==> src/rtl/instruction_dispatcher_pkg.sv <==
// Shared SSM definitions: opcode map, execution-FSM indices and dispatcher state encoding.
// Execution FSMs import this package as well, so FSM_* indices are the one source of truth.
package ssm_pkg;

  localparam logic [3:0] OP_ALU_LO  = 4'h0;
  localparam logic [3:0] OP_ALU_HI  = 4'h7;
  localparam logic [3:0] OP_MOVE    = 4'h8;
  localparam logic [3:0] OP_ALUI_LO = 4'h9;
  localparam logic [3:0] OP_ALUI_HI = 4'hA;
  localparam logic [3:0] OP_MOVI    = 4'hB;
  localparam logic [3:0] OP_LOAD    = 4'hC;
  localparam logic [3:0] OP_STORE   = 4'hD;
  localparam logic [3:0] OP_NOP     = 4'hE;
  localparam logic [3:0] OP_HALT    = 4'hF;

  localparam int FSM_ALU   = 0;
  localparam int FSM_MOVE  = 1;
  localparam int FSM_ALUI  = 2;
  localparam int FSM_MOVI  = 3;
  localparam int FSM_LOAD  = 4;
  localparam int FSM_STORE = 5;
  localparam int NUM_FSM   = 6;

  typedef enum logic [2:0] {
    ST_IDLE   = 3'd0,
    ST_ISSUE  = 3'd1,
    ST_WAIT   = 3'd2,
    ST_HALTED = 3'd3,
    ST_FAULT  = 3'd4
  } disp_state_e;

  function automatic logic [NUM_FSM-1:0] fsm_onehot(input int idx);
    logic [NUM_FSM-1:0] v;
    v = '0;
    v[idx] = 1'b1;
    return v;
  endfunction

endpackage

==> src/rtl/instruction_dispatcher_if.sv <==
// Instruction-in and start/done-out bundle of the dispatcher.
// instr: a word transfers on a rising edge where instr_valid && instr_ready; start/done: start is a
// one-cycle pulse, done is a level sampled only while the dispatcher waits on that FSM.
interface instruction_dispatcher_if;
  import ssm_pkg::*;

  logic               instr_valid;
  logic [15:0]        instruction;
  logic               instr_ready;
  logic [NUM_FSM-1:0] fsm_start;
  logic [NUM_FSM-1:0] fsm_done;

  modport master (
    output instr_valid, instruction, fsm_done,
    input  instr_ready, fsm_start
  );

  modport slave (
    input  instr_valid, instruction, fsm_done,
    output instr_ready, fsm_start
  );

endinterface

==> src/rtl/instruction_dispatcher_decode.sv <==
// Combinational opcode decode: one-hot execution-FSM target plus NOP/HALT flags.
module dispatch_decode
  import ssm_pkg::*;
(
  input  logic [3:0]         opcode,
  output logic [NUM_FSM-1:0] target,
  output logic               is_nop,
  output logic               is_halt
);

  always_comb begin
    target  = '0;
    is_nop  = 1'b0;
    is_halt = 1'b0;
    case (opcode)
      4'h0, 4'h1, 4'h2, 4'h3,
      4'h4, 4'h5, 4'h6, 4'h7: target = fsm_onehot(FSM_ALU);
      OP_MOVE:                target = fsm_onehot(FSM_MOVE);
      OP_ALUI_LO, OP_ALUI_HI: target = fsm_onehot(FSM_ALUI);
      OP_MOVI:                target = fsm_onehot(FSM_MOVI);
      OP_LOAD:                target = fsm_onehot(FSM_LOAD);
      OP_STORE:               target = fsm_onehot(FSM_STORE);
      OP_NOP:                 is_nop  = 1'b1;
      OP_HALT:                is_halt = 1'b1;
      default:                target = '0;
    endcase
  end

endmodule

==> src/rtl/instruction_dispatcher.sv <==
// SSM front-end sequencer: accepts one instruction, pulses the matching execution FSM's start,
// waits for its done, counts retirements and faults if the FSM never answers.
module instruction_dispatcher
  import ssm_pkg::*;
#(
  parameter int TIMEOUT_CYCLES = 64,
  parameter int CNT_W          = 16
) (
  input  logic                     clock,
  input  logic                     reset,
  instruction_dispatcher_if.slave  bus,
  output logic [3:0]               opcode,
  output logic [5:0]               param1,
  output logic [5:0]               param2,
  output logic                     halted,
  output logic                     fault,
  output logic [CNT_W-1:0]         retired,
  output disp_state_e              state
);

  localparam int WD_W = $clog2(TIMEOUT_CYCLES + 1);

  disp_state_e        next_state;
  logic [NUM_FSM-1:0] dec_target;
  logic               dec_nop;
  logic               dec_halt;
  logic [NUM_FSM-1:0] target_q;
  logic [WD_W-1:0]    watchdog;
  logic               accept;
  logic               done_hit;
  logic               wd_expired;
  logic               retire_evt;

  dispatch_decode u_decode (
    .opcode  (bus.instruction[15:12]),
    .target  (dec_target),
    .is_nop  (dec_nop),
    .is_halt (dec_halt)
  );

  assign accept     = bus.instr_valid && (state == ST_IDLE);
  // Only the latched target's done counts; done from any other FSM is noise here.
  assign done_hit   = (state == ST_WAIT) && |(bus.fsm_done & target_q);
  assign wd_expired = (watchdog == WD_W'(TIMEOUT_CYCLES - 1));
  assign retire_evt = (accept && (dec_nop || dec_halt)) || done_hit;

  always_ff @(posedge clock) begin
    if (!reset) state <= ST_IDLE;
    else        state <= next_state;
  end

  always_comb begin
    next_state = state;
    case (state)
      ST_IDLE: begin
        if (accept) begin
          if (dec_halt)     next_state = ST_HALTED;
          else if (!dec_nop) next_state = ST_ISSUE;
        end
      end
      ST_ISSUE:  next_state = ST_WAIT;
      ST_WAIT: begin
        if (done_hit)        next_state = ST_IDLE;
        else if (wd_expired) next_state = ST_FAULT;
      end
      ST_HALTED: next_state = ST_HALTED;
      ST_FAULT:  next_state = ST_FAULT;
      default:   next_state = ST_IDLE;
    endcase
  end

  always_comb begin
    bus.instr_ready = (state == ST_IDLE);
    halted          = (state == ST_HALTED);
    fault           = (state == ST_FAULT);
  end

  // Start is loaded on the accepting edge so it is high exactly for the ISSUE cycle.
  always_ff @(posedge clock) begin
    if (!reset) begin
      opcode        <= '0;
      param1        <= '0;
      param2        <= '0;
      target_q      <= '0;
      bus.fsm_start <= '0;
      watchdog      <= '0;
      retired       <= '0;
    end else begin
      if (accept) begin
        opcode   <= bus.instruction[15:12];
        param1   <= bus.instruction[11:6];
        param2   <= bus.instruction[5:0];
        target_q <= dec_target;
      end
      bus.fsm_start <= (accept && !dec_nop && !dec_halt) ? dec_target : '0;
      if (state == ST_ISSUE)
        watchdog <= '0;
      else if (state == ST_WAIT && !done_hit)
        watchdog <= watchdog + 1'b1;
      if (retire_evt)
        retired <= retired + 1'b1;
    end
  end

endmodule

==> src/flat_wrapper.sv <==
// flat-port wrapper written by rule: the top's interface ports become plain ports
module instruction_dispatcher_flat import ssm_pkg::*;
#(
  parameter int TIMEOUT_CYCLES = 64,
  parameter int CNT_W          = 16
)
  (clock, reset, opcode, param1, param2, halted, fault, retired, state, bus_instr_valid, bus_instruction, bus_fsm_done, bus_instr_ready, bus_fsm_start);
  instruction_dispatcher_if bus_i ();
  input  logic clock;
  input  logic reset;
  output logic [3:0] opcode;
  output logic [5:0] param1;
  output logic [5:0] param2;
  output logic halted;
  output logic fault;
  output logic [CNT_W-1:0] retired;
  output disp_state_e state;
  input wire logic [$bits(bus_i.instr_valid)-1:0] bus_instr_valid;
  input wire logic [$bits(bus_i.instruction)-1:0] bus_instruction;
  input wire logic [$bits(bus_i.fsm_done)-1:0] bus_fsm_done;
  output wire logic [$bits(bus_i.instr_ready)-1:0] bus_instr_ready;
  output wire logic [$bits(bus_i.fsm_start)-1:0] bus_fsm_start;
  assign bus_i.instr_valid = bus_instr_valid;
  assign bus_i.instruction = bus_instruction;
  assign bus_i.fsm_done = bus_fsm_done;
  assign bus_instr_ready = bus_i.instr_ready;
  assign bus_fsm_start = bus_i.fsm_start;
  instruction_dispatcher #(.TIMEOUT_CYCLES(TIMEOUT_CYCLES), .CNT_W(CNT_W)) u_core (.clock(clock), .reset(reset), .bus(bus_i), .opcode(opcode), .param1(param1), .param2(param2), .halted(halted), .fault(fault), .retired(retired), .state(state));
endmodule
==> config.mk <==
export PLATFORM = sky130hd
export DESIGN_NAME = instruction_dispatcher_flat
export DESIGN_NICKNAME = d
export VERILOG_FILES = /design/src/rtl/instruction_dispatcher_pkg.sv /design/src/rtl/instruction_dispatcher_if.sv /design/src/rtl/instruction_dispatcher_decode.sv /design/src/rtl/instruction_dispatcher.sv /design/src/flat_wrapper.sv
export SDC_FILE = /design/constraint.sdc
export NUM_CORES = 1
export LEC_CHECK = 0
export CAP_MARGIN = 20
export CELL_PAD_IN_SITES_DETAIL_PLACEMENT = 0
export CELL_PAD_IN_SITES_GLOBAL_PLACEMENT = 1
export CORE_MARGIN = 3
export CORE_UTILIZATION = 38
export CTS_BUF_LIST = sky130_fd_sc_hd__clkbuf_4 sky130_fd_sc_hd__clkbuf_8
export CTS_CLUSTER_DIAMETER = 100
export DETAILED_ROUTE_END_ITERATION = 12
export GPL_TIMING_DRIVEN = 0
export PLACE_DENSITY = 0.92
export SLEW_MARGIN = 20
export SYNTH_ARGS = -nofsm -noshare
export SYNTH_HDL_FRONTEND = slang
export SYNTH_SLANG_ARGS = --single-unit
==> constraint.sdc <==
create_clock -name clock -period 4 [get_ports clock]
set_input_delay 0.8 -clock clock [delete_from_list [all_inputs] [get_ports clock]]
set_output_delay 0.8 -clock clock [all_outputs]
set_load 0.03 [all_outputs]
==> impl_metrics.json <==
{
  "clock_insertion_delay_worst_skew_ns": 0.31,
  "worst_case_headroom_to_the_max_slew_limit_pct": 56.2,
  "placeableCoreArea_mm2": 0.00596,
  "postCtsSetupBuffers": 0,
  "wire_length_of_the_first_global_routing_pass_um": 9790,
  "power.density_cell_area_mw_per_mm2": 348,
  "route.detailed.wl_per_inst_um": 13.1,
  "final_layout_size_suffix_gt1_share_pct": 3.68,
  "switchingPower_mw": 0.317,
  "routed-via-count": 2186,
  "outcome": "finished, final reports clean",
  "synth-async-reset-ratio_pct": 0,
  "cts.clk_slew.worst_paths_ns": 0.10,
  "p_int_mw": 0.805,
  "num-nets-final": 379,
  "synth_sequential_area_ratio_pct": 46.0,
  "synth-edff-count": 0,
  "synth-seq-cells": 54,
  "final-setup-viol-count": 0,
  "dieArea_mm2": 0.00717,
  "cp-startpoint": "bus_instr_valid",
  "grt_util_met1_pct": 21.3,
  "comb_power_share_pct": 20.6,
  "antennaDiodeCount": 0,
  "synthFlopType": "sky130_fd_sc_hd__dfxtp_1",
  "layout.cells.most_common": "sky130_fd_sc_hd__clkdlybuf4s50_1",
  "worst_r2r_startpoint": "u_core.state[1]$_SDFFE_PN0P_",
  "grt_use_met3_pct": 6.87,
  "io_count": 69,
  "holdBufCountCts": 0,
  "pwr-share-clk_pct": 28.4,
  "hpwl_um": 4130,
  "mappedNetlistArea_mm2": 0.00235,
  "cts-root-to-sink-buffers": 2,
  "grt_setup_unrepaired": "no",
  "cts_tree": "done",
  "ys_warn_count": 0,
  "nFillCells": 581,
  "cts_htree_levels": 2,
  "grt_overflow": 0,
  "end_kind": "register",
  "timing.final.max_slew_violations": 0,
  "clk_root_buffer_cell": "sky130_fd_sc_hd__clkbuf_8",
  "min-delay-start": "u_core.param1[4]$_SDFFE_PN0P_",
  "netSwitchingFraction_pct": 28.3,
  "final-hold-violation-count": 0,
  "cts_made_buffers": 5,
  "grt_max_degree": 16,
  "starting_density_of_the_core_pct": 39.5,
  "final_cell_mix": "68 x sky130_fd_sc_hd__clkdlybuf4s50_1, 58 x sky130_fd_sc_hd__nand2_1, 54 x sky130_fd_sc_hd__dfxtp_1",
  "max_slew.worst_pin.slew_ns": 0.651,
  "design_power_total_mw": 1.12,
  "first_iter_violations": 119,
  "portBuffers": 68,
  "critical-path-max-stage-delay_ns": 0.61,
  "setup_total_negative_slack_ns": 0,
  "detail_route.drc_violations": 0,
  "syn_area_per_cell_um2": 8.49,
  "period_needed_ns": 2.73,
  "timing.critical_path.fanout_max": 5,
  "row_count": 28,
  "use_met2_pct": 25.6,
  "postSynthCellCount": 277,
  "max_freq_mhz": 366,
  "setup_ws_ns": 1.27,
  "cts-resized-gates": 0,
  "startpoint_type": "input port",
  "drv.max_cap_violation_count": 0,
  "cts_num_sinks": 54,
  "irDropWorstVdd_mv": 0.216,
  "synthesis.nets": 304,
  "synthDistinctLibCells": 39,
  "ant_nets": 0,
  "worstPathBufferInverterCount": 1,
  "place_congestion": 0.773,
  "worst-endpoint-arrival_ns": 2.98,
  "p_seq_share_pct": 51.0,
  "area_growth_syn_to_layout_pct": 37.0,
  "timing.critical_path.cells": "clkdlybuf4s50_1 > or4b_1 > or2_0 > a2111oi_0 > mux2i_1",
  "height_of_the_die_um": 84.7,
  "post-place-ws_ns": 0.965,
  "final.setup_skew_ns": 0.00952,
  "cp.required_ns": 4.25,
  "timing_worst_setup_path_type": "in2reg",
  "placed_cells_incl_taps": 420,
  "die_w_um": 84.7,
  "detail_route.vias_per_cell": 5.11,
  "worst_path_dominant_cell_family": "simple AND/OR/NAND/NOR gates",
  "grt_most_used_layer": "met2",
  "hp-class": "reg2reg",
  "antenna_violations_before_repair": 0,
  "post-route-period-util_pct": 68.3,
  "layout.cells.non_filler": 428,
  "routed_wirelength_um": 5620,
  "drtPass1Iterations": 4,
  "groute.usage.overall_pct": 16.4,
  "leakage_nw": 1.18,
  "crit_slowest_cell": "sky130_fd_sc_hd__a2111oi_0",
  "grt_pass1_vias": 2124
}
-- routing by layer --
metal | vias to the layer above | wire length, um
met5 | - | 0
met4 | 0 | 50
met3 | 5 | 470
met2 | 54 | 2430
met1 | 1011 | 2670
li1 | 1116 | -
-- flip-flops by register name, summed over array words and instances (netlist names) --
name and flops:
u_core.bus.fsm_start 6, u_core.retired 16, u_core.param2 6, u_core.watchdog 7, u_core.opcode 4, u_core.state 3
u_core.target_q 6, u_core.param1 6
-- final timing paths --
kind                                endpoint  slack (ns)  depth (start not counted)
min reg2reg    u_core.param1[4]$_SDFFE_PN0P_        0.46                          2
max          u_core.retired[15]$_SDFFE_PN0P_        1.27                          5
min            u_core.param1[4]$_SDFFE_PN0P_        0.46                          2
max reg2reg  u_core.retired[15]$_SDFFE_PN0P_        1.73                          5
-- power by group through the flow --
stage / Sequential (mW) / Combinational [mW] / Clock, mW
after floorplan: 0.623 / 0.0966 / 0
after global placement: 0.584 / 0.231 / 0
after detailed placement: 0.584 / 0.232 / 0
after CTS: 0.572 / 0.233 / 0.331
after global routing: 0.575 / 0.253 / 0.350
final: 0.572 / 0.231 / 0.319
-- cell families (layout without fill, tap and decap cells) --
logic type	Yosys count	after routing	synth area share [%]
and+or+nand+nor	123	123	26.2
xor gates and xnor gates	2	2	0.745
AOI/OAI and AO/OA	61	61	15.9
adders and majority gates	2	2	1.06
DFF	54	54	46.0
buffers and inverters	20	96	3.78
muxes	15	15	6.38
-- area by class of cell --
cell class                 instances  area [um2]  area share [%]
multi-input combinational        203        1180            36.7
inverter                           4        15.0           0.466
buffer                            16        73.8            2.29
clock buffer                       7        90.1            2.80
sequential                        54        1080            33.6
timing repair buffer              68         681            21.1
clock inverter                     1        5.00           0.155
tap                               75        93.8            2.91
-- Yosys cell counts (2+ instances only) --
library cell / count / area [um2]
sky130_fd_sc_hd__inv_1: 4 / 15.0
sky130_fd_sc_hd__o21ai_0: 7 / 35.0
sky130_fd_sc_hd__xor2_1: 2 / 17.5
sky130_fd_sc_hd__o21bai_1: 2 / 15.0
sky130_fd_sc_hd__or3_1: 6 / 37.5
sky130_fd_sc_hd__nand3_1: 7 / 35.0
sky130_fd_sc_hd__nor3b_1: 3 / 22.5
sky130_fd_sc_hd__nand2b_1: 17 / 106
sky130_fd_sc_hd__nor2_1: 8 / 30.0
sky130_fd_sc_hd__a211oi_1: 3 / 22.5
sky130_fd_sc_hd__ha_1: 2 / 25.0
sky130_fd_sc_hd__nor3_1: 7 / 35.0
sky130_fd_sc_hd__and4_1: 2 / 17.5
sky130_fd_sc_hd__dfxtp_1: 54 / 1080
sky130_fd_sc_hd__and3_1: 2 / 12.5
sky130_fd_sc_hd__a21oi_1: 31 / 155
sky130_fd_sc_hd__buf_2: 2 / 10.0
sky130_fd_sc_hd__a2111oi_0: 3 / 26.3
sky130_fd_sc_hd__nand4_1: 5 / 31.3
sky130_fd_sc_hd__clkbuf_1: 12 / 45.0
sky130_fd_sc_hd__o31ai_1: 2 / 15.0
sky130_fd_sc_hd__nand2_1: 58 / 218
sky130_fd_sc_hd__a22o_1: 3 / 26.3
sky130_fd_sc_hd__a21o_1: 6 / 45.0
sky130_fd_sc_hd__mux2i_1: 15 / 150
-- per-stage QoR --
stage               hold slack [ns]  cell area, um2  utilization (%)
floorplan                     0.427            2350                -
global placement              0.436            3130             52.5
detailed placement            0.440            3130             52.5
CTS                           0.461            3220             54.1
global route                  0.484            3220             54.1
finish                        0.459            3220             54.1
-- worst register-to-register path, stage by stage (launching register included) --
cell and delay, ns:
sky130_fd_sc_hd__dfxtp_1 0.32, sky130_fd_sc_hd__buf_4 0.16, sky130_fd_sc_hd__or4b_1 0.55, sky130_fd_sc_hd__or2_0 0.33
sky130_fd_sc_hd__a2111oi_0 0.62, sky130_fd_sc_hd__mux2i_1 0.24
No activity file was read; power rests on OpenSTA's default activity.
